## src/rtl/branch_resolver.sv

```systemverilog
// Branch resolver: in-flight {pc, npc_pred} FIFO checked against execute results; mispredicts flush and redirect.
// Latency: BTB update and redirect strobes one cycle after the resolving edge; no backpressure, a push to a full queue is dropped and flagged.
module branch_resolver #(
    parameter int DEPTH = 4
) (
    input  logic                       clk,
    input  logic                       rst,
    input  logic                       push,
    input  logic [15:0]                push_pc,
    input  logic [15:0]                push_npc_pred,
    input  logic                       resolve,
    input  logic [15:0]                resolve_npc,
    output logic                       full,
    output logic                       empty,
    output logic [$clog2(DEPTH):0]     count,
    output logic                       btb_we,
    output logic [15:0]                btb_pc,
    output logic [15:0]                btb_npc,
    output logic                       redirect,
    output logic [15:0]                redirect_pc,
    output logic [15:0]                mispredict_cnt,
    output logic                       err
);

    localparam int PW = (DEPTH > 1) ? $clog2(DEPTH) : 1;
    localparam int CW = $clog2(DEPTH) + 1;

    typedef enum logic {RUN, RECOVER} state_t;

    state_t          state;
    logic [PW-1:0]   head;
    logic [PW-1:0]   tail;
    logic [15:0]     pc_mem  [DEPTH];
    logic [15:0]     npc_mem [DEPTH];

    logic            in_run;
    logic            res_ok;
    logic            mispred;
    logic            res_hit;
    logic            push_ok;
    logic            push_err;
    logic            res_err;

    assign full  = (count == CW'(DEPTH));
    assign empty = (count == '0);

    // A push may reuse the slot freed by a same-cycle correct resolve, so full only blocks when nothing pops.
    always_comb begin
        in_run   = (state == RUN);
        res_ok   = resolve && in_run && !empty;
        mispred  = res_ok && (resolve_npc != npc_mem[head]);
        res_hit  = res_ok && !mispred;
        push_ok  = push && in_run && !mispred && (!full || res_hit);
        push_err = push && in_run && full && !res_ok;
        res_err  = resolve && !res_ok;
    end

    always_ff @(posedge clk) begin
        if (push_ok) begin
            pc_mem[tail]  <= push_pc;
            npc_mem[tail] <= push_npc_pred;
        end
    end

    always_ff @(posedge clk or negedge rst) begin
        if (!rst) begin
            state          <= RUN;
            head           <= '0;
            tail           <= '0;
            count          <= '0;
            btb_we         <= 1'b0;
            btb_pc         <= '0;
            btb_npc        <= '0;
            redirect       <= 1'b0;
            redirect_pc    <= '0;
            mispredict_cnt <= '0;
            err            <= 1'b0;
        end else begin
            btb_we   <= mispred;
            redirect <= mispred;
            if (push_err || res_err)
                err <= 1'b1;

            case (state)
                RUN:     if (mispred) state <= RECOVER;
                default: state <= RUN;
            endcase

            if (mispred) begin
                // Everything younger than the head is wrong-path work.
                head        <= '0;
                tail        <= '0;
                count       <= '0;
                btb_pc      <= pc_mem[head];
                btb_npc     <= resolve_npc;
                redirect_pc <= resolve_npc;
                if (mispredict_cnt != 16'hFFFF)
                    mispredict_cnt <= mispredict_cnt + 16'd1;
            end else begin
                if (push_ok)
                    tail <= tail + PW'(1);
                if (res_hit)
                    head <= head + PW'(1);
                if (push_ok && !res_hit)
                    count <= count + CW'(1);
                else if (res_hit && !push_ok)
                    count <= count - CW'(1);
            end
        end
    end

endmodule

```

## config.mk

```make
export PLATFORM = sky130hd
export DESIGN_NAME = branch_resolver
export DESIGN_NICKNAME = d
export VERILOG_FILES = /design/src/rtl/branch_resolver.sv
export SDC_FILE = /design/constraint.sdc
export NUM_CORES = 1
export LEC_CHECK = 0
export BUFFER_PORTS_ARGS = -buffer_cell sky130_fd_sc_hd__buf_2
export CORE_ASPECT_RATIO = 0.7
export CORE_MARGIN = 2
export CORE_UTILIZATION = 56
export DETAILED_ROUTE_END_ITERATION = 8
export PLACE_DENSITY = 0.83
export SKIP_CTS_REPAIR_TIMING = 1
export SYNTH_ARGS = -nofsm -noshare
export SYNTH_HDL_FRONTEND = slang
export SYNTH_SLANG_ARGS = --single-unit
export TNS_END_PERCENT = 10
```

## constraint.sdc

```tcl
create_clock -name clk -period 5.2 [get_ports clk]
set_clock_uncertainty 0.1 [all_clocks]
set_input_delay 0.26 -clock clk [delete_from_list [all_inputs] [get_ports clk]]
set_output_delay 0.26 -clock clk [all_outputs]
set_load 0.03 [all_outputs]
```

==> results.toml, run 1 <==
[timing]
max-slew-margin-rel_pct = 23.8
hold_violations = 0
period_needed_ps = 3820
drv_slew = 0
rsz0062_at_grt = "false"
fmax_mhz = 262
setup_viol = 0
worst_slew_pin_slew_ps = 1140
fin_tns_setup_ps = 0
post-route-period-util_pct = 73.4

[finish]
layout.nets = 618
drive_gt1_share_pct = 40.1
utilization_pct = 69.0
antenna_cells = 0
final_cells = 739
syn_to_final_growth_pct = 20.6

[power_and_ir_drop]
ir_drop_mv = 0.284
pwr_density_cell_nw_per_um2 = 518
total_power_uw = 4680
p_leak_uw = 0.00347

[die]
die_area_um2 = 14300
start_util_pct = 57.2
io_pins = 124
die_y_um = 101
rows = 35
core_um2 = 13100
chipWidth_um = 142

[clocking]
path_clk_slew_ps = 70
cts-htree-levels = 4
cts.sinks = 186
clock-root-buffer = "clkbuf_16"
clk_latency_ps = 430
clk_path_buf_depth = 2
tritoncts = "built"
numCtsBuffers = 17

[critical_path]
worst_ep_arrival_time_ps = 3760
path_cells = "mux4_2 -> xnor2_1 -> nand4_1 -> nor4_4 -> nor2_4 -> and3b_2"
slowest_stage = "and3b_2"
cp-start-kind = "flip-flop"
cp-end-kind = "flip-flop"
cp_max_fo = 39
crit_required_ps = 5150
criticalPathCategory = "reg -> reg"
worst_path_largest_cell_delay_ps = 920

[logic_synthesis]
ys_warn_count = 0
ys_top_cells_by_area = "edfxtp_1 51%, dfrtp_1 19%, mux4_2 9.6%, mux2_2 4.5%, xnor2_1 2.2%"
synth_area_um2 = 7490
synthArstFlopShare_pct = 31.2
synth_top_area_share_pct = 51.3
yosysMostFrequentCell = "edfxtp_1"
syn_area_per_cell_um2 = 18.2
syn_nets = 470
synth_top_area_cell = "edfxtp_1"
synth.ff_latch_count = 186
synth_enable_flop_cells = 128
synth_cells = 412
synth_top_flop_cell = "edfxtp_1"
synth_cell_type_count = 36
yosysSeqAreaShare_pct = 70.7
ys_top_cells_by_count = "128 x edfxtp_1, 58 x dfrtp_1, 32 x mux4_2"

[global_routing]
grt_use_total_pct = 20.7
grt_pass1_wl_um = 21800
grt_overflow = 0
grt_max_degree = 59
grt_pass1_vias = 4010
antenna_found_initial = 0

[min_path]
min_path_type = "in -> reg"

[route]
drtIter0Drc = 291
wl_per_cell_um = 19.3
totalWireLength_um = 14300
vias = 4137
antenna_left = 0
vias_per_cell = 5.60
drc_errors = 0
dr.pass1.iters = 4

[place]
portBuffers = 123
dp_cells = 672
routabilityCongestion = 0.825
dpl.hpwl_um = 8960

[job]
drv_cap = 0

[outcome]
status = "complete, no violations"
-- power by group --
| part | internal (µW) | total, µW | leakage [µW] | switching (µW) |
|---|---|---|---|---|
| Clock | 663 | 1220 | 0.000271 | 554 |
| Combinational | 486 | 1400 | 0.00134 | 910 |
| Sequential | 1910 | 2070 | 0.00186 | 159 |
-- final cells by class --
| cell class | count | area, µm² |
|---|---|---|
| Sequential cell | 186 | 5300 |
| Fill cell | 829 | 4060 |
| Clock inverter | 14 | 123 |
| Clock buffer | 18 | 429 |
| Timing Repair Buffer | 161 | 988 |
| Inverter | 11 | 41.3 |
| Multi-Input combinational cell | 183 | 1950 |
| Tap cell | 166 | 208 |
-- cell usage in the layout (no fill, tap or decap), types with 11 or more instances in the layout --
cell	count
xor2_1	12
dlygate4sd3_1	35
nand2_1	12
mux2_2	30
buf_2	123
xnor2_1	19
dfrtp_1	56
mux4_2	32
clkbuf_16	17
inv_1	11
edfxtp_1	128
-- registers in the layout (all words and copies together), names as in the netlist --
name            cells
npc_mem            64
pc_mem             64
btb_pc             16
mispredict_cnt     16
redirect_pc        16
count               3
head                2
tail                2
err                 1
redirect            1
state               1
-- routing by layer --
metal | wire (µm) | GRT usage (%)
met5 | 0 | 0
met4 | 78 | 6.62
met3 | 883 | 5.08
met2 | 6740 | 31.6
met1 | 6600 | 30.0
-- cells by family after synthesis --
| family | count (synthesis) | share of synthesized area (%) |
|---|---|---|
| flops | 186 | 70.7 |
| fa+ha+maj | 6 | 1.10 |
| xor+xnor | 31 | 3.62 |
| buf+inv | 43 | 3.42 |
| mux | 69 | 15.3 |
| simple gates | 65 | 4.93 |
| compound gates | 12 | 0.969 |
-- worst max-delay path, delay by kind of cell, from the launching register on --
kind | cells | cell delay [ps]
XOR/XNOR | 1 | 170
flip-flops | 1 | 790
multiplexers | 1 | 600
AND/OR/NAND/NOR | 4 | 1740
-- path summary, 6_finish.rpt --
check / endpoint / cells past startpoint / slack (ps) / start
worst max-delay path: npc_mem[1][10] / 6 / 1380 / head[0]
worst min-delay path: redirect_pc[7] / 2 / 6 / resolve_npc[7]
worst max register to register: npc_mem[1][10] / 6 / 1380 / head[0]
worst min register to register: err / 2 / 380 / err
max in group asynchronous: head[1] / 3 / 4000 / rst
min in group asynchronous: redirect_pc[7] / 3 / 420 / rst
-- per-stage QoR --
stage | hold WS (ps) | area [µm²] | setup WS (ps)
6_report | 6.16 | 9040 | 1380
5_1_grt | 0.384 | 9040 | 1100
4_1_cts | -85.3 | 8690 | 1340
3_5_place_dp | 358 | 8130 | 1350
3_3_place_gp | 353 | 8130 | 1430
2_1_floorplan | -136 | 7490 | 1520
No activity file was read; power rests on OpenSTA's default activity.
==> run 2: changes to the inputs <==
--- a/config.mk
+++ b/config.mk
@@ -5,12 +5,13 @@
 export SDC_FILE = /design/constraint.sdc
 export NUM_CORES = 1
 export LEC_CHECK = 0
+export ABC_AREA = 1
 export BUFFER_PORTS_ARGS = -buffer_cell sky130_fd_sc_hd__buf_2
 export CORE_ASPECT_RATIO = 0.7
 export CORE_MARGIN = 2
-export CORE_UTILIZATION = 56
+export CORE_UTILIZATION = 51
 export DETAILED_ROUTE_END_ITERATION = 8
-export PLACE_DENSITY = 0.83
+export PLACE_DENSITY = 0.8
 export SKIP_CTS_REPAIR_TIMING = 1
 export SYNTH_ARGS = -nofsm -noshare
 export SYNTH_HDL_FRONTEND = slang
==> constraint.sdc (replaced) <==
create_clock -name clk -period 3.3 [get_ports clk]
set_clock_uncertainty 0.1 [all_clocks]
set_input_delay 0.165 -clock clk [delete_from_list [all_inputs] [get_ports clk]]
set_output_delay 0.165 -clock clk [all_outputs]
set_load 0.03 [all_outputs]
==> run 2 against run 1 <==
Final cell count rose by 51%. Cell area is 7.9% higher. Total power increased by 82%. Critical path type unchanged. Global-route usage is 1.3 points higher. Sequential power up 59%. Critical endpoint is now count[2]. First-iteration DRC count is 83% higher. Combinational power rose by 130%. Maximum frequency up 25%. Sequential cell count stayed put. Highest routed layer unchanged. Setup slack got worse by 1100 ps. Non-clock buffer count is 29 higher. Synthesized cell count increased by 81%.
==> results.toml, run 2 <==
[critical_path]
crit_required_ps = 3520
worst_ep_arrival_time_ps = 3270
cp-start-kind = "flip-flop"
cp_max_fo = 65
r2r_slack_ps = 250
r2r_start = "head[0]"
criticalPathCategory = "reg -> reg"
crit_start = "head[0]"
crit_path_end = "count[2]"
cp-end-kind = "flip-flop"
r2r_cells = 19
r2r-end = "count[2]"

[global_routing]
grt_max_degree = 66
grt_pass1_wl_um = 27800
antenna_found_initial = 0
top_usage_layer = "met2"
grt_use_met1_pct = 30.9
grt_overflow = 0
grt_pass1_vias = 5468
grtUsageMet3_pct = 5.57
grt_use_total_pct = 22.0
met2_usage_pct = 34.6

[timing]
hold_violations = 0
fmax_mhz = 328
max-slew-margin-rel_pct = 44.7
period_needed_ps = 3050
setup_viol = 0
post-route-period-util_pct = 92.4
fin_ws_ps = 250
drv_slew = 0
worst_slew_pin_slew_ps = 830

[logic_synthesis]
synth_top_area_cell = "edfxtp_1"
ys_warn_count = 0
synth.ff_latch_count = 186
synth_cell_type_count = 33
synth_cells = 744
synth_top_flop_cell = "edfxtp_1"
syn_area_per_cell_um2 = 10.7
synth_area_um2 = 7940
ys_top_cells_by_count = "184 x nand2_1, 128 x edfxtp_1, 105 x nor2_1"
ys_top_cells_by_area = "edfxtp_1 48%, dfrtp_1 18%, nand2_1 8.7%, nor2_1 5.0%, nand3_1 3.6%"
synthArstFlopShare_pct = 31.2
yosysSeqAreaShare_pct = 66.7
synth_top_area_share_pct = 48.4
yosysMostFrequentCell = "nand2_1"
synth_enable_flop_cells = 128
syn_nets = 802

[power_and_ir_drop]
pwr-share-seq_pct = 38.7
pwr-share-comb_pct = 37.6
p_clk_share_pct = 23.7
ir_drop_mv = 0.469
pwr_density_cell_nw_per_um2 = 875
intPower_uw = 4970
p_leak_uw = 0.00410
p_sw_uw = 3570
switching_share_pct = 41.8

[route]
vias = 5951
drc_errors = 0
wl_per_cell_um = 16.5
vias_per_cell = 5.32
totalWireLength_um = 18500
drtIter0Drc = 533
dr.pass1.iters = 5
antenna_left = 0

[die]
io_pins = 124
rows = 38
chipWidth_um = 153
core_um2 = 15400
die_area_um2 = 16600
die_y_um = 108
start_util_pct = 51.7

[finish]
final_common_cell = "nand2_1"
final_cells = 1119
layout_common_cells = "184 x nand2_1, 128 x edfxtp_1, 123 x buf_2, 101 x nor2_1"
fill_cells = 1172
layout.nets = 964
multi_input_area_um2 = 2180
antenna_cells = 0
reg_top3 = "npc_mem: 64 flops, pc_mem: 64 flops"
final-seq-area_um2 = 5300
drive_gt1_share_pct = 20.9
syn_to_final_growth_pct = 22.8

[place]
place_ws_ps = 226
dpl.hpwl_um = 11400
routabilityCongestion = 0.812
portBuffers = 123
dp_cells = 1038

[outcome]
status = "complete, no violations"

[clocking]
cts.sinks = 186
clock-root-buffer = "clkbuf_16"
numCtsBuffers = 17
clk_latency_ps = 430
cts-htree-levels = 4
path_clk_slew_ps = 70
clk_path_buf_depth = 2
tritoncts = "built"

[min_path]
min_path_type = "in -> reg"

[job]
drv_cap = 0
==> run 2: worst min path at each step <==
stage | from | endpoint | cells after the start
after floorplan | rst | btb_pc[0] | 0
after global placement | rst | redirect | 1
after detailed placement | rst | redirect | 1
after CTS | rst | redirect | 1
after global routing | resolve_npc[10] | redirect_pc[10] | 3
final | resolve_npc[10] | redirect_pc[10] | 3
==> run 2: power by group through the flow <==
stage	combinational [µW]	clock, µW	sequential [µW]
after CTS	3160	2050	3290
after global routing	3500	2140	3350
final	3210	2020	3300
after global placement	3050	0	3320
after detailed placement	3120	0	3330
after floorplan	1880	0	3810
==> run 2: cell type report <==
cell class,count,share of cell area [%]
clock inverter,15,1.83
timing repair buffer,190,12.8
inverter,44,1.78
multi-input combinational,467,22.4
clock buffer,17,4.36
tap,200,2.57
sequential,186,54.3
==> run 2: critical path: stages (launching register included) <==
cell     delay [ps]
dfrtp_2         400
buf_6           420
nand2_1         160
nand3_1         150
nand2_1          70
nand2_1          50
nand2_1          40
nor2_1           90
nand2_1          60
nor2_2          150
nand2_1          90
nand2_2         130
nand3_1         130
fa_1            390
xor2_1          170
inv_1            70
nand2_1          70
nand2_1          50
nand2_1          60
nand2_1          50
==> run 2: stage by stage <==
stage	cell area (µm²)	util, %	hold slack (ps)	setup TNS, ps	power, µW
final	9750	63.5	18.9	0	8530
after global routing	9750	63.5	17.8	-5.72	9000
after CTS	9250	60.3	-223	0	8490
after detailed placement	8650	56.3	228	0	6450
after global placement	8650	56.3	232	0	6360
after floorplan	7950	-	-231	-11470	5690
==> run 2: kinds of logic after synthesis <==
group	synth area share [%]
xor gates and xnor gates	1.65
DFF	66.7
and+or+nand+nor	18.6
AOI/OAI and AO/OA	5.77
adders and majority gates	1.04
buffers and inverters	6.24
==> run 2: metal layers <==
| layer | routed length (µm) | up-vias |
|---|---|---|
| met4 | 229 | 0 |
| met5 | 0 | - |
| met2 | 8670 | 280 |
| met1 | 8040 | 2847 |
| met3 | 1550 | 20 |
| li1 | - | 2804 |
